--- config.mk ---
export PLATFORM = sky130hd
export DESIGN_NAME = midi_uart_rx
export DESIGN_NICKNAME = d
export VERILOG_FILES = /design/src/rtl/midi_uart_rx_pkg.sv /design/src/rtl/midi_sync.sv /design/src/rtl/midi_uart_rx.sv
export SDC_FILE = /design/constraint.sdc
export NUM_CORES = 1
export LEC_CHECK = 0
export BUFFER_PORTS_ARGS = -buffer_cell sky130_fd_sc_hd__buf_2
export CAP_MARGIN = 0
export CORE_MARGIN = 2
export CORE_UTILIZATION = 35
export DETAILED_ROUTE_END_ITERATION = 8
export PLACE_DENSITY = 0.49
export SETUP_SLACK_MARGIN = 0.15
export SLEW_MARGIN = 30
export SYNTH_ARGS = -nofsm -noshare
export SYNTH_HDL_FRONTEND = slang
export SYNTH_HIERARCHICAL = 1
export SYNTH_SLANG_ARGS = --single-unit
export TNS_END_PERCENT = 30
--- constraint.sdc ---
create_clock -name clk -period 3.5 [get_ports clk]
set_input_delay 0.7 -clock clk [delete_from_list [all_inputs] [get_ports clk]]
set_output_delay 0.7 -clock clk [all_outputs]
set_load 0.05 [all_outputs]
--- src/rtl/midi_uart_rx_pkg.sv ---
// rtl/midi_uart_rx_pkg.sv - shared MIDI receiver constants and FSM state encoding
//
// Purpose: baud constant, default clocks-per-bit for a 12 MHz clock,
//          and the 3-bit receiver state encoding.
// Ports:   none (package).
package midi_uart_rx_pkg;

  localparam int MIDI_BAUD            = 31250;
  localparam int DEFAULT_CLKS_PER_BIT = 384;   // 12 MHz / 31250

  typedef enum logic [2:0] {
    ST_IDLE  = 3'd0,
    ST_START = 3'd1,
    ST_DATA  = 3'd2,
    ST_STOP  = 3'd3,
    ST_BREAK = 3'd4
  } rx_state_t;

endpackage

--- src/rtl/midi_sync.sv ---
// rtl/midi_sync.sv - multi-stage flip-flop synchronizer, resets to 1 (idle line)
//
// Purpose: bring an asynchronous level into the clk domain.
// Ports:
//   clk  in   system clock
//   rst  in   asynchronous active-high reset (all stages -> 1)
//   d    in   asynchronous input
//   q    out  synchronized output
module midi_sync #(
  parameter int SYNC_STAGES = 2
) (
  input  logic clk,
  input  logic rst,
  input  logic d,
  output logic q
);

  logic [SYNC_STAGES-1:0] stages;

  always_ff @(posedge clk or posedge rst) begin
    if (rst) begin
      stages <= '1;
    end else begin
      stages <= {stages[SYNC_STAGES-2:0], d};
    end
  end

  assign q = stages[SYNC_STAGES-1];

endmodule

--- src/rtl/midi_uart_rx.sv ---
// rtl/midi_uart_rx.sv - MIDI 8N1 serial receiver with one-deep valid/ready output
//
// Purpose: recover bytes from one MIDI input pin, hold each in a single
//          output register, flag framing errors and overruns.
// Ports:
//   clk        in   system clock
//   rst        in   asynchronous active-high reset
//   midi_rx    in   raw serial pin, asynchronous to clk
//   rx_data    out  received byte (valid while rx_valid)
//   rx_valid   out  rx_data holds an unconsumed byte
//   rx_ready   in   consumer accepts when rx_valid & rx_ready
//   frame_err  out  one-cycle pulse, stop bit sampled low
//   overrun    out  one-cycle pulse, byte dropped because holding reg full
//   busy       out  receiver not idle
module midi_uart_rx
  import midi_uart_rx_pkg::*;
#(
  parameter int CLKS_PER_BIT = DEFAULT_CLKS_PER_BIT,
  parameter int SYNC_STAGES  = 2
) (
  input  logic       clk,
  input  logic       rst,
  input  logic       midi_rx,
  output logic [7:0] rx_data,
  output logic       rx_valid,
  input  logic       rx_ready,
  output logic       frame_err,
  output logic       overrun,
  output logic       busy
);

  localparam int CW = $clog2(CLKS_PER_BIT);
  localparam logic [CW-1:0] HALF_LOAD = CW'(CLKS_PER_BIT / 2 - 1);
  localparam logic [CW-1:0] FULL_LOAD = CW'(CLKS_PER_BIT - 1);

  logic          rx_s;
  rx_state_t     state;
  logic [CW-1:0] sample_cnt;
  logic [2:0]    bit_cnt;
  logic [7:0]    shift;

  midi_sync #(.SYNC_STAGES(SYNC_STAGES)) u_sync (
    .clk (clk),
    .rst (rst),
    .d   (midi_rx),
    .q   (rx_s)
  );

  always_ff @(posedge clk or posedge rst) begin
    if (rst) begin
      state      <= ST_IDLE;
      sample_cnt <= '0;
      bit_cnt    <= '0;
      shift      <= '0;
      rx_data    <= '0;
      rx_valid   <= 1'b0;
      frame_err  <= 1'b0;
      overrun    <= 1'b0;
      busy       <= 1'b0;
    end else begin
      frame_err <= 1'b0;
      overrun   <= 1'b0;

      // Plain accept; a byte completing this same cycle overrides it below.
      if (rx_valid && rx_ready) begin
        rx_valid <= 1'b0;
      end

      case (state)
        ST_IDLE: begin
          if (!rx_s) begin
            state      <= ST_START;
            sample_cnt <= HALF_LOAD;
            busy       <= 1'b1;
          end
        end

        ST_START: begin
          if (sample_cnt != '0) begin
            sample_cnt <= sample_cnt - 1'b1;
          end else if (rx_s) begin
            // Line went back high before mid start bit: treat as a glitch.
            state <= ST_IDLE;
            busy  <= 1'b0;
          end else begin
            state      <= ST_DATA;
            sample_cnt <= FULL_LOAD;
            bit_cnt    <= '0;
          end
        end

        ST_DATA: begin
          if (sample_cnt != '0) begin
            sample_cnt <= sample_cnt - 1'b1;
          end else begin
            shift[bit_cnt] <= rx_s;
            sample_cnt     <= FULL_LOAD;
            bit_cnt        <= bit_cnt + 1'b1;
            if (bit_cnt == 3'd7) begin
              state <= ST_STOP;
            end
          end
        end

        ST_STOP: begin
          if (sample_cnt != '0) begin
            sample_cnt <= sample_cnt - 1'b1;
          end else if (rx_s) begin
            state <= ST_IDLE;
            busy  <= 1'b0;
            if (!rx_valid || rx_ready) begin
              rx_data  <= shift;
              rx_valid <= 1'b1;
            end else begin
              overrun <= 1'b1;
            end
          end else begin
            frame_err <= 1'b1;
            state     <= ST_BREAK;
          end
        end

        ST_BREAK: begin
          // Hold off until the line returns high so a long low is not a new start.
          if (rx_s) begin
            state <= ST_IDLE;
            busy  <= 1'b0;
          end
        end

        default: begin
          state <= ST_IDLE;
          busy  <= 1'b0;
        end
      endcase
    end
  end

endmodule
=== Word-level counts from Yosys, hierarchy flattened ===
Index checks and enable logic that the tools add are counted.

* Muxes and demuxes: 38
* Magnitude comparators: 2
* Bitwise gates (word level): 2
* Reductions and logical operators: 15
* Equality and inequality tests: 15
* $add $sub $neg: 2

{| class="wikitable"
|+ Operators with widths
! kind !! count
|-
| 2-to-1 mux 9 bit || 5
|-
| case mux 9 bit (4 select lines) || 1
|-
| 2-to-1 mux 3 bit || 10
|-
| 2-to-1 mux 1 bit || 16
|-
| != test 2 bit, second input constant || 8
|-
| case mux 3 bit (5 select lines) || 1
|-
| AND reduction 4 bit || 3
|-
| nonzero test 9 bit || 1
|-
| subtractor 9 x 1 -> 9 bit, second input constant || 1
|-
| bitwise mux 8 bit || 1
|-
| == test 3 x 2 -> 1 bit, second input constant || 2
|-
| == test 3 bit, second input constant || 2
|-
| case mux 3 bit (2 select lines) || 1
|-
| AND reduction 6 bit || 1
|-
| less-than comparator 3 x 4 -> 1 bit, second input constant || 1
|-
| case mux 1 bit (4 select lines) || 1
|-
| nonzero test 4 bit || 1
|-
| adder 3 x 1 -> 3 bit, second input constant || 1
|-
| demux 1 bit (select 3 bit) || 1
|-
| == test 3 x 1 -> 1 bit, second input constant || 1
|-
| >= comparator 3 x 1 -> 1 bit, second input constant || 1
|-
| logical NOT 3 bit || 1
|-
| != test 3 bit, second input constant || 1
|-
| AND reduction 3 bit || 1
|-
| other kinds (9) || 11
|}

* Output and inout port bits: 12
* Word-level logic and storage cells: 84
* Bits of input ports: 4
* Register bits: 37

=== Longest topological paths before layout ===
* Depth after elaboration: 6
* Gate-level depth with buffers: 7
* Mapped depth without buffers: 6

=== By module ===
The synthesis kept the hierarchy.

{| class="wikitable"
|+ By module, submodules not included
! module !! instances !! cells each !! sequential area each (um^2) !! area an instance (um^2)
|-
| midi_uart_rx || 1 || 178 || 875.8 || 1930.6
|-
| midi_sync || 1 || 3 || 52.6 || 56.3
|}

=== Least setup slack after synthesis ===
Ideal clock, no wire load.

* Path kind: flip-flop to flip-flop
* From: register sample_cnt[5]
* To: register rx_data[0]
* Arrival: 1.992 ns
* Slack: 1.383 ns
* Clock period less this slack: 2.117 ns
* Required time: 3.375 ns
* Stages on the path, launching flop included: 8
* Buffers on the path: 3
* Setup time: 0.125 ns
* Path through: dfrtp_1 -> buf_6 -> or3_4 -> buf_6 -> nor4_4 -> and3_1 -> buf_6 -> mux2_4

* Cells in the longest elaborated chain, start to end: 3

{| class="wikitable"
|+ RTL lines
! what !! line !! source
|-
| start: declaration || midi_uart_rx.sv:38 || <nowiki>logic [CW-1:0] sample_cnt;</nowiki>
|-
| start signal: assignment || midi_uart_rx.sv:80 || <nowiki>sample_cnt <= sample_cnt - 1'b1;</nowiki>
|-
| start signal: assignment || midi_uart_rx.sv:94 || <nowiki>sample_cnt <= sample_cnt - 1'b1;</nowiki>
|-
| start signal: assignment || midi_uart_rx.sv:107 || <nowiki>sample_cnt <= sample_cnt - 1'b1;</nowiki>
|-
| nonzero test 9 bit || midi_uart_rx.sv:106 || <nowiki>if (sample_cnt != '0) begin</nowiki>
|-
| inverter 1 bit (no source line) || -- ||
|-
| AND reduction 4 bit (no source line) || -- ||
|-
| end signal: assignment || midi_uart_rx.sv:112 || <nowiki>rx_data <= shift;</nowiki>
|-
| end: declaration || midi_uart_rx.sv:24 || <nowiki>output logic [7:0] rx_data,</nowiki>
|}

Every way passes these cells.
A chain may end at the register's enable or synchronous reset.

=== Final worst setup path ===
Same ends and word-level chain as after synthesis.

==> flow_summary_export.csv <==
group,metric,value,unit
synthesis,synth_xor_area_share,0.4408,%
clock_tree,cts_tree,"built",
placed_design,postPlaceCellArea,2087,µm²
placed_design,io_buffers,15,
global_route,grt_usage,14.83,%
synthesis,postSynthCellCount,181,
clock_tree,clk_latency,0.30,ns
run_status,status,"finished, final reports clean",
synthesis,synth_top_family_by_area,"simple AND/OR/NAND/NOR gates",
sta,finalHoldViolCount,0,
setup_path,crit_required,3.68,ns
power_and_ir_drop,total_power,839.8,µW
global_route,met2_usage,21.95,%
drt,via_per_inst,5.693,
placed_design,dp_hpwl,2894,µm
sta,max_freq,0.3907,GHz
synthesis,syn-mean-instance-area,10.98,µm²
setup_path,cp_max_fo,9,
clock_tree,clk_pin_slew,0.08,ns
floorplanning,core_region_area,5507,µm²
floorplanning,die_x,79.35,µm
finish,areaGrowthSynthToFinish,11.08,%
sta,final.setup.tns,0,ns
finish,nNetsFinal,199,
sta,maxSlewViolCount,0,
sta,setup_viol,0,
finish,final_cell_mix,"dfrtp_1 (35), buf_2 (15), nor2_1 (12)",
synthesis,muxShareOfSynthArea,11.71,%
setup_path,crit_path_start_kind,"flop",
sta,fin_crit,2.559,ns
global_route,grt_max_degree,27,
setup_path,arrival,2.74,ns
floorplanning,start_util,36.08,%
clock_tree,post_cts_buffers,0,
synthesis,async_flop_share,100.0,%
clock_tree,cts.hold.buffers_added,0,
drt,drt_wl_total,4279,µm
placed_design,place_congestion,0.8768,
synthesis,seq_area_frac_synth,46.73,%
synthesis,synth_compound_area_share,16.06,%
synthesis,synth_simple_gate_area_share,16.88,%
global_route,globalRouteMet3Util,4.091,%
finish,diodes,0,
drt,antenna_left,0,
setup_path,worstSetupPathType,"reg -> reg",
clock_tree,root_buffer,"clkbuf_8",
synthesis,synth_top_area_cell,"dfrtp_1",
finish,drive_gt1_share,26.56,%
clock_tree,h-tree-depth,2,
drt,drc,0,
finish,finish.instance_area,2207,µm²
power_and_ir_drop,power_density,380.5,nW/µm²
placed_design,dpl.cell_count,256,
synthesis,synth_top_area_share,44.08,%
drt,first_iter_violations,183,
global_route,antenna_found_initial,0,
clock_tree,cts.sinks,37,
synthesis,yosys_warnings,6,
synthesis,synthesis.nets,189,
floorplanning,ios,16,
synthesis,synth_cell_types,49,
sta,worstMarginPinSlew,0.5987,ns
sta,post-route-period-util,73.12,%
synthesis,synth_top_cells_by_area,"dfrtp_1 (44%), mux2_4 (6.0%), mux2_2 (5.7%)",
power_and_ir_drop,ir_drop,0.0001555,V
synthesis,synthFlopType,"dfrtp_1",
clock_tree,cts_made_buffers,5,
global_route,grt_use_met1,20.88,%
finish,mostFrequentLayoutCell,"dfrtp_1",
sta,rsz0062_at_grt,"false",
synthesis,synthAdderAreaFrac,3.023,%
drt,post_drt_wl_per_cell,16.21,µm
synthesis,synth_edf_count,0,
clock_tree,cts_max_path_buffers,2,
synthesis,synth-seq-cells,37,
floorplanning,rows,27,
finish,fin_cells,264,
flow_run,cap_violations,0,
floorplanning,dieHeight,79.35,µm
synthesis,synth_area,1987,µm²
floorplanning,dieArea,6296,µm²
clock_tree,postCtsResizedCells,0,
sta,slew_headroom,59.57,%
global_route,grt_pass1_vias,1431,
global_route,grt_pass1_wl,7203,µm
setup_path,cp-end-kind,"flop",
power_and_ir_drop,leakage,0.0009742,µW
drt,drt_pass1_iterations,5,
hold_path,hold_class,"reg -> reg",
global_route,grt.busiest_layer,"met2",
drt,num_vias,1503,
sta,fin_skew,0.01217,ns
global_route,overflow,0,
-- worst paths after layout --
path                            slack, ns                        from  cells past startpoint                         end
worst max-delay path                 0.94   sample_cnt[5]$_DFFE_PP0P_                      4      rx_data[0]$_DFFE_PP0P_
worst min-delay path                 0.36  u_sync/stages[0]$_DFF_PP1_                      0  u_sync/stages[1]$_DFF_PP1_
worst max register to register       0.94   sample_cnt[5]$_DFFE_PP0P_                      4      rx_data[0]$_DFFE_PP0P_
worst min register to register       0.36  u_sync/stages[0]$_DFF_PP1_                      0  u_sync/stages[1]$_DFF_PP1_
max in group asynchronous            2.49                         rst                      3   sample_cnt[0]$_DFFE_PP0P_
min in group asynchronous            0.44                         rst                      2  u_sync/stages[1]$_DFF_PP1_
-- through the flow --
stage               hold slack, ns  util [%]  setup slack (ns)
floorplan                   0.3452         -             1.383
global placement            0.3498     37.90             1.026
detailed placement          0.3536     37.90            0.9761
CTS                         0.3638     40.08            0.9490
global route                0.3687     40.08            0.7662
finish                      0.3601     40.08            0.9407
-- synth_stat cells, types with 3 or more instances --
cell,number
dfrtp_1,35
clkbuf_1,9
inv_1,7
a31oi_1,5
ha_1,4
nor2_1,12
a211oi_1,7
nor4b_1,4
nand3_1,7
mux2_2,10
o21ai_0,4
nor3_1,6
nand2_1,10
buf_6,3
nor4_1,3
o221a_2,3
mux2_4,8
a21oi_1,3
-- final cells by class --
cell class                      count  area, µm²
Tap cell                           72      90.09
Inverter                            8      30.03
Multi-Input combinational cell    123      955.9
Clock inverter                      2      37.54
Sequential cell                    37      928.4
Fill cell                         545       3299
Timing Repair Buffer               16      82.58
Clock buffer                        6      82.58
-- report_power, final --
group | internal (µW) | total [µW] | leakage [µW] | switching [µW]
registers | 429 | 432 | 0.000474 | 2.64
logic | 3.02 | 14.0 | 0.000443 | 11.0
clock network | 232 | 394 | 0.0000574 | 162
-- logic make-up after synthesis --
| family | Yosys count |
|---|---|
| flip-flops | 37 |
| buffers and inverters | 21 |
| AO/OA/AOI/OAI | 41 |
| multiplexers | 18 |
| adder cells (fa/ha/maj) | 5 |
| XOR/XNOR | 1 |
| AND/OR/NAND/NOR | 58 |
-- flip-flops by register name (all words and copies together) (netlist names) --
| signal | cells |
|---|---|
| busy | 1 |
| state | 3 |
| rx_data | 8 |
| overrun | 1 |
| frame_err | 1 |
| sample_cnt | 9 |
| u_sync/stages | 2 |
| rx_valid | 1 |
| shift | 8 |
| bit_cnt | 3 |
-- critical path, stage by stage, from the launching register on --
cell and delay [ns]:
dfrtp_1 0.46, or3_4 0.47, nor4_4 0.51, and3_1 0.64, mux2_4 0.35
-- layer usage --
metal / wire length (µm) / part of all wire (%) / up-vias
met3: 223 / 5.2 / 2
met5: 0 / 0 / -
met2: 1940 / 45 / 37
met4: 19 / 0.44 / 0
li1: - / - / 705
met1: 2096 / 49 / 759
(Power assumes the default switching activity.)
